$ cat src/rtl/vga_tile_timing_if.sv
// Signal bundle between the VGA tile timing generator (master) and the
// world/graphics consumers (slave).
interface vga_tile_timing_if #(
    parameter int CNT_W     = 10,
    parameter int TILE_LOG2 = 5
);
    logic                       pix_en;
    logic                       vga_hs;
    logic                       vga_vs;
    logic                       video_on;
    logic [CNT_W-1:0]           pixel_x;
    logic [CNT_W-1:0]           pixel_y;
    logic [CNT_W-TILE_LOG2-1:0] tile_col;
    logic [CNT_W-TILE_LOG2-1:0] tile_row;
    logic [TILE_LOG2-1:0]       tile_px;
    logic [TILE_LOG2-1:0]       tile_py;
    logic                       line_tick;
    logic                       frame_tick;
    logic [7:0]                 frame_count;

    modport master (
        input  pix_en,
        output vga_hs, vga_vs, video_on,
        output pixel_x, pixel_y,
        output tile_col, tile_row, tile_px, tile_py,
        output line_tick, frame_tick, frame_count
    );

    modport slave (
        output pix_en,
        input  vga_hs, vga_vs, video_on,
        input  pixel_x, pixel_y,
        input  tile_col, tile_row, tile_px, tile_py,
        input  line_tick, frame_tick, frame_count
    );
endinterface

$ cat src/rtl/vga_tile_timing.sv
// Parametrised VGA timing with tile coordinates, line/frame strobes and a
// pixel-enable aligned sync delay. VGA_TILE_FRAME_CNT_EN enables frame_count.
module vga_tile_timing #(
    parameter int H_ACTIVE    = 640,
    parameter int H_FP        = 16,
    parameter int H_SYNC      = 96,
    parameter int H_BP        = 48,
    parameter int V_ACTIVE    = 480,
    parameter int V_FP        = 10,
    parameter int V_SYNC      = 2,
    parameter int V_BP        = 33,
    parameter bit HS_POL      = 1'b0,
    parameter bit VS_POL      = 1'b0,
    parameter int CNT_W       = 10,
    parameter int TILE_LOG2   = 5,
    parameter int ALIGN_DELAY = 2
) (
    input  logic              clock_50,
    input  logic              reset,
    vga_tile_timing_if.master vid
);
    localparam int H_TOTAL  = H_ACTIVE + H_FP + H_SYNC + H_BP;
    localparam int V_TOTAL  = V_ACTIVE + V_FP + V_SYNC + V_BP;
    localparam int HS_START = H_ACTIVE + H_FP;
    localparam int HS_STOP  = HS_START + H_SYNC;
    localparam int VS_START = V_ACTIVE + V_FP;
    localparam int VS_STOP  = VS_START + V_SYNC;
    localparam int CNT_MAX  = (1 << CNT_W) - 1;
    localparam int PIPE_W   = ALIGN_DELAY + 1;

    localparam logic [CNT_W-1:0] H_LAST     = CNT_W'(H_TOTAL - 1);
    localparam logic [CNT_W-1:0] V_LAST     = CNT_W'(V_TOTAL - 1);
    localparam logic [CNT_W-1:0] V_ACT_LAST = CNT_W'(V_ACTIVE - 1);

    // Refuse to build a configuration whose counters would silently wrap early.
    generate
        if ((H_TOTAL - 1) > CNT_MAX || (V_TOTAL - 1) > CNT_MAX) begin : g_bad_cnt_w
            $error("vga_tile_timing: CNT_W=%0d too narrow for H_TOTAL=%0d / V_TOTAL=%0d",
                   CNT_W, H_TOTAL, V_TOTAL);
        end
        if (TILE_LOG2 < 1 || TILE_LOG2 >= CNT_W) begin : g_bad_tile
            $error("vga_tile_timing: TILE_LOG2=%0d must lie in 1..CNT_W-1", TILE_LOG2);
        end
        if (ALIGN_DELAY < 0 || ALIGN_DELAY > 3) begin : g_bad_align
            $error("vga_tile_timing: ALIGN_DELAY=%0d must lie in 0..3", ALIGN_DELAY);
        end
    endgenerate

    logic [CNT_W-1:0]  h_cnt_q, h_cnt_d;
    logic [CNT_W-1:0]  v_cnt_q, v_cnt_d;
    logic [CNT_W-1:0]  pixel_x_q, pixel_y_q;
    logic [PIPE_W-1:0] hs_pipe_q, hs_pipe_d;
    logic [PIPE_W-1:0] vs_pipe_q, vs_pipe_d;
    logic [PIPE_W-1:0] vid_pipe_q, vid_pipe_d;
    logic              line_tick_q, frame_tick_q;

    logic        h_last, v_last, frame_end;
    logic        hs_raw, vs_raw, vid_raw;
    logic        hs_lvl, vs_lvl;
    logic [31:0] h_wide, v_wide;

    // Stage 0 of each pipe is decoded from the same counter value that lands
    // in pixel_x/pixel_y, so ALIGN_DELAY=0 keeps sync and coordinates aligned.
    always_comb begin
        h_wide    = 32'(h_cnt_q);
        v_wide    = 32'(v_cnt_q);
        h_last    = (h_cnt_q == H_LAST);
        v_last    = (v_cnt_q == V_LAST);
        frame_end = h_last && (v_cnt_q == V_ACT_LAST);

        hs_raw  = (h_wide >= HS_START) && (h_wide < HS_STOP);
        vs_raw  = (v_wide >= VS_START) && (v_wide < VS_STOP);
        vid_raw = (h_wide < H_ACTIVE) && (v_wide < V_ACTIVE);
        hs_lvl  = hs_raw ? HS_POL : ~HS_POL;
        vs_lvl  = vs_raw ? VS_POL : ~VS_POL;

        h_cnt_d = h_last ? '0 : h_cnt_q + CNT_W'(1);
        v_cnt_d = v_cnt_q;
        if (h_last) begin
            v_cnt_d = v_last ? '0 : v_cnt_q + CNT_W'(1);
        end

        hs_pipe_d  = PIPE_W'({hs_pipe_q, hs_lvl});
        vs_pipe_d  = PIPE_W'({vs_pipe_q, vs_lvl});
        vid_pipe_d = PIPE_W'({vid_pipe_q, vid_raw});
    end

    always_ff @(posedge clock_50 or posedge reset) begin
        if (reset) begin
            h_cnt_q      <= '0;
            v_cnt_q      <= '0;
            pixel_x_q    <= '0;
            pixel_y_q    <= '0;
            hs_pipe_q    <= {PIPE_W{~HS_POL}};
            vs_pipe_q    <= {PIPE_W{~VS_POL}};
            vid_pipe_q   <= '0;
            line_tick_q  <= 1'b0;
            frame_tick_q <= 1'b0;
        end else begin
            line_tick_q  <= vid.pix_en && h_last;
            frame_tick_q <= vid.pix_en && frame_end;
            if (vid.pix_en) begin
                h_cnt_q    <= h_cnt_d;
                v_cnt_q    <= v_cnt_d;
                pixel_x_q  <= h_cnt_q;
                pixel_y_q  <= v_cnt_q;
                hs_pipe_q  <= hs_pipe_d;
                vs_pipe_q  <= vs_pipe_d;
                vid_pipe_q <= vid_pipe_d;
            end
        end
    end

    assign vid.vga_hs     = hs_pipe_q[PIPE_W-1];
    assign vid.vga_vs     = vs_pipe_q[PIPE_W-1];
    assign vid.video_on   = vid_pipe_q[PIPE_W-1];
    assign vid.pixel_x    = pixel_x_q;
    assign vid.pixel_y    = pixel_y_q;
    assign vid.tile_col   = pixel_x_q[CNT_W-1:TILE_LOG2];
    assign vid.tile_row   = pixel_y_q[CNT_W-1:TILE_LOG2];
    assign vid.tile_px    = pixel_x_q[TILE_LOG2-1:0];
    assign vid.tile_py    = pixel_y_q[TILE_LOG2-1:0];
    assign vid.line_tick  = line_tick_q;
    assign vid.frame_tick = frame_tick_q;

`ifdef VGA_TILE_FRAME_CNT_EN
    logic [7:0] frame_cnt_q, frame_cnt_d;

    // Counts on the same edge that raises frame_tick, wrapping 255 -> 0.
    always_comb begin
        frame_cnt_d = frame_cnt_q;
        if (vid.pix_en && frame_end) begin
            frame_cnt_d = frame_cnt_q + 8'd1;
        end
    end

    always_ff @(posedge clock_50 or posedge reset) begin
        if (reset) begin
            frame_cnt_q <= 8'd0;
        end else begin
            frame_cnt_q <= frame_cnt_d;
        end
    end

    assign vid.frame_count = frame_cnt_q;
`else
    assign vid.frame_count = 8'd0;
`endif

endmodule

$ cat src/flat_wrapper.sv
// flat-port wrapper written by rule: the top's interface ports become plain ports
module vga_tile_timing_flat 
#(
    parameter int H_ACTIVE    = 640,
    parameter int H_FP        = 16,
    parameter int H_SYNC      = 96,
    parameter int H_BP        = 48,
    parameter int V_ACTIVE    = 480,
    parameter int V_FP        = 10,
    parameter int V_SYNC      = 2,
    parameter int V_BP        = 33,
    parameter bit HS_POL      = 1'b0,
    parameter bit VS_POL      = 1'b0,
    parameter int CNT_W       = 10,
    parameter int TILE_LOG2   = 5,
    parameter int ALIGN_DELAY = 2
)
  (clock_50, reset, vid_pix_en, vid_vga_hs, vid_vga_vs, vid_video_on, vid_pixel_x, vid_pixel_y, vid_tile_col, vid_tile_row, vid_tile_px, vid_tile_py, vid_line_tick, vid_frame_tick, vid_frame_count);
  vga_tile_timing_if #(.CNT_W(CNT_W), .TILE_LOG2(TILE_LOG2)) vid_i ();
  input  logic clock_50;
  input  logic reset;
  input wire logic [$bits(vid_i.pix_en)-1:0] vid_pix_en;
  output wire logic [$bits(vid_i.vga_hs)-1:0] vid_vga_hs;
  output wire logic [$bits(vid_i.vga_vs)-1:0] vid_vga_vs;
  output wire logic [$bits(vid_i.video_on)-1:0] vid_video_on;
  output wire logic [$bits(vid_i.pixel_x)-1:0] vid_pixel_x;
  output wire logic [$bits(vid_i.pixel_y)-1:0] vid_pixel_y;
  output wire logic [$bits(vid_i.tile_col)-1:0] vid_tile_col;
  output wire logic [$bits(vid_i.tile_row)-1:0] vid_tile_row;
  output wire logic [$bits(vid_i.tile_px)-1:0] vid_tile_px;
  output wire logic [$bits(vid_i.tile_py)-1:0] vid_tile_py;
  output wire logic [$bits(vid_i.line_tick)-1:0] vid_line_tick;
  output wire logic [$bits(vid_i.frame_tick)-1:0] vid_frame_tick;
  output wire logic [$bits(vid_i.frame_count)-1:0] vid_frame_count;
  assign vid_i.pix_en = vid_pix_en;
  assign vid_vga_hs = vid_i.vga_hs;
  assign vid_vga_vs = vid_i.vga_vs;
  assign vid_video_on = vid_i.video_on;
  assign vid_pixel_x = vid_i.pixel_x;
  assign vid_pixel_y = vid_i.pixel_y;
  assign vid_tile_col = vid_i.tile_col;
  assign vid_tile_row = vid_i.tile_row;
  assign vid_tile_px = vid_i.tile_px;
  assign vid_tile_py = vid_i.tile_py;
  assign vid_line_tick = vid_i.line_tick;
  assign vid_frame_tick = vid_i.frame_tick;
  assign vid_frame_count = vid_i.frame_count;
  vga_tile_timing #(.H_ACTIVE(H_ACTIVE), .H_FP(H_FP), .H_SYNC(H_SYNC), .H_BP(H_BP), .V_ACTIVE(V_ACTIVE), .V_FP(V_FP), .V_SYNC(V_SYNC), .V_BP(V_BP), .HS_POL(HS_POL), .VS_POL(VS_POL), .CNT_W(CNT_W), .TILE_LOG2(TILE_LOG2), .ALIGN_DELAY(ALIGN_DELAY)) u_core (.clock_50(clock_50), .reset(reset), .vid(vid_i));
endmodule
$ cat config.mk
export PLATFORM = sky130hd
export DESIGN_NAME = vga_tile_timing_flat
export DESIGN_NICKNAME = d
export VERILOG_FILES = /design/src/rtl/vga_tile_timing_if.sv /design/src/rtl/vga_tile_timing.sv /design/src/flat_wrapper.sv
export SDC_FILE = /design/constraint.sdc
export NUM_CORES = 1
export LEC_CHECK = 0
export ABC_AREA = 1
export CAP_MARGIN = 10
export CORE_ASPECT_RATIO = 0.8
export CORE_MARGIN = 8
export CORE_UTILIZATION = 45
export CTS_BUF_LIST = sky130_fd_sc_hd__clkbuf_2
export CTS_CLUSTER_SIZE = 12
export DETAILED_ROUTE_END_ITERATION = 10
export DONT_BUFFER_PORTS = 1
export SETUP_SLACK_MARGIN = 0.3
export SYNTH_ARGS = -nofsm -noshare
export SYNTH_HDL_FRONTEND = slang
export SYNTH_SLANG_ARGS = --single-unit
$ cat constraint.sdc
create_clock -name clock_50 -period 1.7 [get_ports clock_50]
set_input_delay 0.085 -clock clock_50 [delete_from_list [all_inputs] [get_ports clock_50]]
set_output_delay 0.085 -clock clock_50 [all_outputs]
set_load 0.01 [all_outputs]
After elaboration in Yosys (flattened, before gate mapping)
Cells that the tools add are included.
- word-level logic and storage cells: 31
- bits in latches: 0
- register bits: 51
- bits in writable memories: 0
- bits of input ports: 3
- ROM bits: 0
- memories: 0
- output and inout bits: 53
- shifts and indexed selects: 0
- mux-type cells: 4
- magnitude comparators: 6
- add/sub/neg operators: 2
- bitwise operators: 0
- divide/modulo/power cells: 0
- equal/unequal tests: 3
- multipliers: 0
- reductions and logical operators: 7
- operator list (cell ; count):
    adder 10 x 1 -> 10 bit (second input constant) ; 2
    equality test 10 bit (second input constant) ; 2
    < comparator 10 bit (second input constant) ; 2
    < comparator 10 x 9 -> 1 bit (second input constant) ; 2
    2-to-1 mux 10 bit ; 2
    equality test 10 x 9 -> 1 bit (second input constant) ; 1
    greater-or-equal comparator 10 bit (second input constant) ; 1
    greater-or-equal comparator 10 x 9 -> 1 bit (second input constant) ; 1
    logical AND 1 bit ; 6
    2-to-1 mux 1 bit ; 2
    AND reduction 2 bit ; 1

Longest topological paths before layout
Gate-level depths: netlist of the first run.
- depth after elaboration: 3
- depth in mapped cells: 9
- mapped depth without buffers: 9

Worst setup path before layout of the first run
No wires, ideal clock.
- path type: register to register
- from: register u_core.h_cnt_q[0]
- to: register u_core.v_cnt_q[1]
- arrival time: 1.213 ns
- data required time: 1.617 ns
- library setup time: 0.083 ns
- path slack: 0.404 ns
- buffers on the path: 1
- stages on the path, launching flop included: 9
- clock period less this slack: 1.296 ns
- cell sequence: dfrtp_1 > ha_1 > nand2_2 > nor2_4 > nand4_4 > nor2_4 > buf_6 > nand3_1 > o21ai_0
- longest elaborated chain between the ends: 2
- ends and longest elaborated chain (what ; line ; source):
    start: declaration ; vga_tile_timing.sv:49 ; logic [CNT_W-1:0] h_cnt_q, h_cnt_d;
    start signal: assignment ; vga_tile_timing.sv:103 ; h_cnt_q <= h_cnt_d;
    equality test 10 bit ; vga_tile_timing.sv:67 ; h_last = (h_cnt_q == H_LAST);
    AND reduction 2 bit (no line) ; n/a ;
    end signal: assignment ; vga_tile_timing.sv:104 ; v_cnt_q <= v_cnt_d;
    end: declaration ; vga_tile_timing.sv:50 ; logic [CNT_W-1:0] v_cnt_q, v_cnt_d;
Every way passes these cells.
A chain may end at the register's enable or synchronous reset.

Worst setup path after layout of the first run
- from: register u_core.h_cnt_q[0]
- to: register u_core.v_cnt_q[2]
The elaborated chain is that of the path after synthesis.

==> metrics.csv, run 1 <==
stage,metric,value,unit
global_routing,grt_pass1_vias,1865,
floorplan,fp.coreArea,5500,um2
drt,wl_met3,365,um
critical_path,critPathKind,reg -> reg,
critical_path,path_cells,ha_4 -> nand2_4 -> nor2_4 -> nand4_4 -> nor2_4 -> buf_6 -> inv_6 -> nand2_1 -> o21ai_1,
clock_tree,clockBufferDepth,2,
global_routing,track_usage,0.137,
critical_path,cp_max_fo,7,
yosys,avgSynthCellArea,8.33,um2
sta,period_share,0.836,
sta,rsz0062_at_grt,yes,
layout,layout.nets,322,
critical_path,slowest_delay,0.47,ns
floorplan,io_pins,56,
layout,diodes,0,
yosys,syn_area,2570,um2
yosys,synthTopCellsByArea,"dfrtp_1 44%, nand2_1 11%, buf_4 8.2%",
floorplan,num_rows,24,
place,io_buffer_count,0,
drt,highest_layer,met4,
floorplan,die_h,83.7,um
global_routing,grt_pass1_wl,9200,um
global_routing,grt_max_degree,30,
place,place_area,2470,um2
sta,fin_tns_setup,0,ns
yosys,yosysTopAreaCellShare,0.437,
layout,multi_input_area,1030,um2
critical_path,critPathLaunchType,flop,
sta,drv_slew,0,
clock_tree,cts_made_buffers,5,
drt,drc,0,
yosys,synth_warnings,0,
sta,finalHoldViolations,0,
layout,fillerInstances,506,
power,power-per-cell-area,1490,nW/um2
clock_tree,cts-root-buf,clkbuf_2,
layout,register_area,1290,um2
layout,layout_commonest_cell,nand2_1,
critical_path,critPathCaptureType,flop,
floorplan,dieArea,8410,um2
floorplan,initial_core_util,0.469,
critical_path,slowest_stage,dfrtp_1,
status,status,"finished, final reports clean",
critical_path,crit_required,2.05,ns
power,cellLeakagePower,1.36,nW
sta,worst_slew_pin_slew,0.518,ns
drt,wl_met1,2720,um
sta,skew,0.0194,ns
sta,finalSetupViolations,0,
critical_path,path_delay_family,simple AND/OR/NAND/NOR gates,
clock_tree,clk_pin_slew,0.25,ns
clock_tree,clock_latency,0.42,ns
clock_tree,htreeDepth,2,
global_routing,antenna_found_initial,0,
sta,fmax,703,MHz
place,dp_hpwl,3660,um
drt,vias,1955,
drt,routedWlPerCell,14.3,um
clock_tree,cts_sinks,51,
yosys,ys_types,28,
floorplan,die_w,101,um
min_path,hold_class,in -> reg,
sta,layout_min_cycle_time,1.42,ns
drt,ant_nets,0,
power,peakVddDrop,0.724,mV
drt,wirelength,5640,um
sta,relSlewSlack,0.654,
drt,drt_pass1_iterations,4,
drt,avgViaCountPerCell,4.96,
yosys,synth_seq_cells,51,
yosys,yosys.area.top_type,dfrtp_1,
drt,wl_met2,2530,um
critical_path,crit_top_cell,nor2_4,
layout,layout_common_cells,"70 x nand2_1, 43 x dfrtp_1, 27 x o21ai_0, 26 x inv_1, 20 x nand3_1",
critical_path,path_buf_inv,2,
global_routing,grt_overflow,0,
layout,drive_gt1_frac,0.193,
yosys,ys_seq_area_frac,0.499,
critical_path,crit_arrival,1.78,ns
run,max-cap-violations,0,
clock_tree,cts_tree,built,
place,gp_congestion,0.817,
drt,drt_iter0_markers,118,
layout,syn_to_final_growth,12.2,%
layout,design_area,2890,um2
yosys,synthCells,309,
==> cell type report <==
cell class	count	share of cell area
Clock buffer	7	0.0121
Clock inverter	1	0.0104
Inverter	33	0.0446
Multi-Input combinational cell	195	0.358
Sequential cell	51	0.445
Tap cell	78	0.0338
Timing Repair Buffer	29	0.0961
==> metal layers <==
metal / vias up / track usage
li1: 965 / -
met1: 934 / 0.183
met2: 54 / 0.206
met3: 2 / 0.0425
met4: 0 / 0.0370
met5: - / 0
==> flip-flops by register name, indices dropped and copies added (netlist names) <==
register and count:
u_core.vid.pixel_y 10, u_core.vid.pixel_x 10, u_core.hs_pipe_q 3, u_core.vid.frame_tick 1, u_core.vid.line_tick 1, u_core.v_cnt_q 10
u_core.vs_pipe_q 3, u_core.vid_pipe_q 3, u_core.h_cnt_q 10
==> worst register-to-register path, delay by kind of cell, from the launching register on <==
family	cells	cell delay (ns)
adders and majority gates	1	0.18
DFF	1	0.47
AOI/OAI and AO/OA	1	0.05
and+or+nand+nor	5	0.47
buffers and inverters	2	0.19
==> logic make-up (layout without fill, tap and decap cells) <==
family                   after synthesis  after routing  share of synthesized area
AO/OA/AOI/OAI                         40             40                     0.0792
XOR/XNOR                               3              3                     0.0102
adder cells (fa/ha/maj)                4              4                     0.0194
buffers and inverters                 70             70                      0.147
flip-flops                            51             51                      0.499
other                                  1              8                    0.00146
AND/OR/NAND/NOR                      140            140                      0.244
==> path summary, 6_finish.rpt <==
path | startpoint | endpoint | slack (ns) | cells past startpoint
max | u_core.h_cnt_q[0] | u_core.v_cnt_q[2] | 0.28 | 9
min | vid_pix_en | u_core.vid_pipe_q[0] | 0.02 | 3
max reg2reg | u_core.h_cnt_q[0] | u_core.v_cnt_q[2] | 0.28 | 9
min reg2reg | u_core.vs_pipe_q[1] | u_core.vs_pipe_q[1] | 0.49 | 2
max in group asynchronous | reset | u_core.vs_pipe_q[1] | 0.98 | 3
min in group asynchronous | reset | u_core.vid.pixel_y[1] | 0.11 | 2
==> timing repair <==
action | 4_1_cts | 5_1_grt
hold buffers | 16 | 1
buffers inserted | 4 | 7
hold endpoints to repair | 68 | 1
pin swaps | 2 | 6
resized for setup | 3 | 35
endpoints found under the setup margin | 11 | 17
==> cell usage after synthesis <==
library cell / instances
a21oi_1: 1
a31oi_1: 1
buf_1: 2
buf_2: 3
buf_4: 28
buf_6: 1
clkbuf_1: 3
conb_1: 1
dfrtp_1: 45
dfstp_2: 6
ha_1: 4
inv_1: 30
inv_2: 3
nand2_1: 76
nand2_2: 1
nand3_1: 25
nand3b_1: 1
nand4_1: 4
nand4_4: 1
nor2_1: 20
nor2_2: 2
nor2_4: 3
nor3_1: 6
nor4_1: 1
o21ai_0: 33
o21ai_1: 4
o21bai_1: 1
xor2_1: 3
==> through the flow <==
step           cells  setup slack (ns)  power (mW)   util  hold WS (ns)
2_1_floorplan    316             0.395        3.24      -         0.215
3_3_place_gp     359             0.237        3.30  0.450        0.0257
3_5_place_dp     359             0.163        3.33  0.450        0.0370
4_1_cts          387             0.262        4.09  0.498      0.000672
5_1_grt          394             0.221        4.65  0.526        0.0355
6_report         394             0.278        4.29  0.526        0.0243
==> power by group <==
part	total [mW]	leakage [nW]	internal, mW	switching (mW)
logic	1.38	0.700	0.570	0.809
registers	2.28	0.615	1.63	0.652
clock network	0.635	0.0432	0.262	0.373
Power figures use the tool's default switching activity.
==> run 2, diff against run 1 <==
- ABC_AREA: 1 -> 0
- clock period: 1.7 -> 1.35 ns (I/O delays scaled with it)
==> run 2 against run 1 <==
The run now ends with hold timing, setup timing left. Clock skew is 0.0055 ns higher. Final cell count is 23% lower. Highest routed layer unchanged. Critical path depth is 4 lower. Routed wire length is 4.0% lower. Core utilization is 4.4 points higher.
==> metrics.csv, run 2 <==
stage,metric,value,unit,change
sta,drv_slew,0,,unchanged
layout,drive_gt1_frac,0.608,,+0.415
drt,avgViaCountPerCell,5.30,,+6.9%
floorplan,die_w,99.1,um,-1.5%
critical_path,slowest_delay,0.48,ns,about the same
floorplan,io_pins,56,,unchanged
floorplan,num_rows,24,,unchanged
yosys,synthCells,218,,-29%
power,comb_power_share,0.231,,-0.090
power,cellLeakagePower,1.38,nW,+1.8%
place,dp_hpwl,3550,um,-2.9%
global_routing,grt_max_degree,43,,+43%
status,status,"complete, but fails checks",,
global_routing,grt_pass1_wl,8910,um,-3.2%
yosys,yosysMostFrequentCell,dfrtp_1,,
layout,layout_commonest_cell,buf_4,,
power,total_power,3.58,mW,-17%
drt,routedWlPerCell,17.8,um,+24%
sta,layout_setup_ws,-0.320,ns,-0.598 ns
sta,period_share,1.24,,+0.400
layout,fillerInstances,450,,-11%
drt,wirelength,5420,um,-4.0%
yosys,ys_seq_area_frac,0.517,,+0.0181
power,p_clk_frac,0.226,,+0.078
layout,diodes,0,,unchanged
place,place_inst,287,,-20%
global_routing,grt_overflow,0,,unchanged
critical_path,slowest_stage,or3_4,,
sta,finalSetupViolations,18,,+18
drt,drt_pass1_iterations,4,,unchanged
clock_tree,cts_sinks,51,,unchanged
clock_tree,clockBufferDepth,2,,unchanged
critical_path,critPathLaunchType,flop,,
layout,syn_to_final_growth,24.0,%,
clock_tree,cts_made_buffers,5,,unchanged
clock_tree,htreeDepth,2,,unchanged
floorplan,dieArea,8170,um2,-2.9%
yosys,avgSynthCellArea,11.4,um2,+37%
clock_tree,cts_tree,built,,
min_path,hold_class,in -> reg,,
power,p_int,2.45,mW,-0.47%
global_routing,track_usage,0.138,,+0.00162
drt,ant_nets,0,,unchanged
clock_tree,cts-root-buf,clkbuf_2,,
layout,layout.nets,246,,-24%
critical_path,path_cells,ha_4 -> nand4b_1 -> or3_4 -> or3_1 -> nand3_2,,
place,gp_congestion,0.855,,+4.7%
power,p_sw,1.14,mW,-38%
yosys,synth_top_flop_cell,dfrtp_1,,
drt,drc,0,,unchanged
layout,layout_common_cells,"28 x buf_4, 25 x mux2_2, 24 x dfrtp_1, 21 x dfrtp_2, 15 x buf_6",,
yosys,synth_common_cells,"45 x dfrtp_1, 31 x buf_4, 25 x mux2_2",,
yosys,syn_area,2480,um2,-3.5%
yosys,yosysTopAreaCellShare,0.453,,+0.0159
yosys,synth_edf_count,0,,unchanged
sta,layout_min_cycle_time,1.67,ns,+0.248 ns
power,p_sw_frac,0.317,,-0.110
sta,rsz0062_at_grt,yes,,
power,seqPwrFrac,0.544,,+0.013
global_routing,antenna_found_initial,0,,unchanged
yosys,synth_warnings,0,,unchanged
critical_path,crit_arrival,2.08,ns,+0.30 ns
floorplan,initial_core_util,0.460,,-0.00886
critical_path,critPathKind,reg -> reg,,
sta,hold_slack,-0.349,ns,-0.373 ns
yosys,synthTopCellsByArea,"dfrtp_1 45%, mux2_2 11%, buf_4 9.4%",,
yosys,synth_seq_cells,51,,unchanged
sta,fmax,599,MHz,-15%
layout,fin_cells,305,,-23%
yosys,ys_types,38,,+36%
sta,finalHoldViolations,35,,+35
power,peakVddDrop,0.630,mV,-13%
yosys,yosys.area.top_type,dfrtp_1,,
place,pre_cts_ws,-0.315,ns,-0.478 ns
critical_path,critPathCaptureType,flop,,
yosys,ys_async_sr_fraction,1.00,,unchanged
global_routing,grt_pass1_vias,1754,,-6.0%
place,io_buffer_count,0,,unchanged
status,violations,"hold timing, setup timing",,
clock_tree,clock_latency,0.44,ns,+0.02 ns
run,max-cap-violations,0,,unchanged
floorplan,die_h,82.5,um,-1.4%
critical_path,crit_required,1.76,ns,-0.29 ns
clock_tree,clk_pin_slew,0.27,ns,+0.02 ns
critical_path,cp_max_fo,6,,-1
drt,vias,1618,,-17%
floorplan,fp.coreArea,5410,um2,-1.6%
clock_tree,postCtsHoldBufs,1,,-15
drt,drt_iter0_markers,78,,-34%
power,power-per-cell-area,1160,nW/um2,-22%
sta,skew,0.0249,ns,+0.00554 ns
run 2: changes by cell type after synthesis, sizes merged, moves of 4 or more:
cell | before | now
xnor2 | 0 | 8
mux2 | 0 | 25
nor4 | 1 | 5
nand2 | 77 | 11
nand3 | 25 | 8
o21ai | 37 | 10
nor2 | 25 | 8
inv | 33 | 10
run 2: final cells by class:
type | count | area (um2) | share of cell area
clock inverters | 3 | 43.8 | 0.0142
multi-input cells | 126 | 1170 | 0.379
repair buffers | 45 | 409 | 0.133
flip-flops and latches | 51 | 1310 | 0.425
clock buffers | 5 | 25.0 | 0.00812
well taps | 65 | 81.3 | 0.0264
inverters | 10 | 43.8 | 0.0142
run 2: final timing paths:
| path | from | endpoint | slack, ns | depth (start not counted) |
|---|---|---|---|---|
| max | u_core.h_cnt_q[1] | u_core.v_cnt_q[3] | -0.32 | 5 |
| min in group asynchronous | reset | u_core.vid.frame_tick | 0.04 | 2 |
| max reg2reg | u_core.h_cnt_q[1] | u_core.v_cnt_q[3] | -0.32 | 5 |
| min | vid_pix_en | u_core.vs_pipe_q[0] | -0.35 | 1 |
| min reg2reg | u_core.vs_pipe_q[0] | u_core.vs_pipe_q[0] | 0.48 | 2 |
| max in group asynchronous | reset | u_core.hs_pipe_q[0] | 0.74 | 3 |
run 2: repair_timing:
action | 4_1_cts | 5_1_grt
resized for setup | 62 | 27
endpoints found under the hold margin | 88 | 36
pin swaps | 35 | 13
endpoints found under the setup margin | 50 | 68
setup buffers | 3 | 6
run 2: layer usage:
metal  GRT usage  part of all wire  vias up  routed length (um)
met4      0.0497             0.011        0                  59
li1            -                 -      758                   -
met3      0.0436             0.058        8                 312
met5           0                 0        -                   0
met2       0.227              0.46       29                2510
met1       0.171              0.47      823                2530
run 2: power by group through the flow:
stage	Clock (mW)	Combinational, mW	Sequential [mW]
6_report	0.808	0.827	1.95
5_1_grt	0.889	0.897	1.98
4_1_cts	0.838	0.775	1.93
3_5_place_dp	0	0.617	1.95
3_3_place_gp	0	0.603	1.94
2_1_floorplan	0	0.507	1.92
run 2: per-stage QoR:
step / TNS, ns / area [um2] / utilization
detailed placement: -3.94 / 2620 / 0.484
floorplan: -3.29 / 2530 / -
global route: -5.23 / 3080 / 0.570
CTS: -3.29 / 2920 / 0.541
global placement: -3.40 / 2620 / 0.484
finish: -4.02 / 3080 / 0.570
run 2: logic make-up (layout without fill, tap and decap cells):
family / Yosys count / in the layout / synth area share
simple gates: 61 / 61 / 0.146
mux: 25 / 25 / 0.113
flops: 51 / 51 / 0.517
fa+ha+maj: 4 / 4 / 0.0201
buf+inv: 48 / 63 / 0.123
compound gates: 17 / 17 / 0.0408
xor+xnor: 11 / 11 / 0.0388
other cells: 1 / 8 / 0.00151
run 2: critical path, delay by kind of cell (launching register included):
family	cells	cell delay (ns)
fa+ha+maj	1	0.16
flops	1	0.46
simple gates	4	1.03
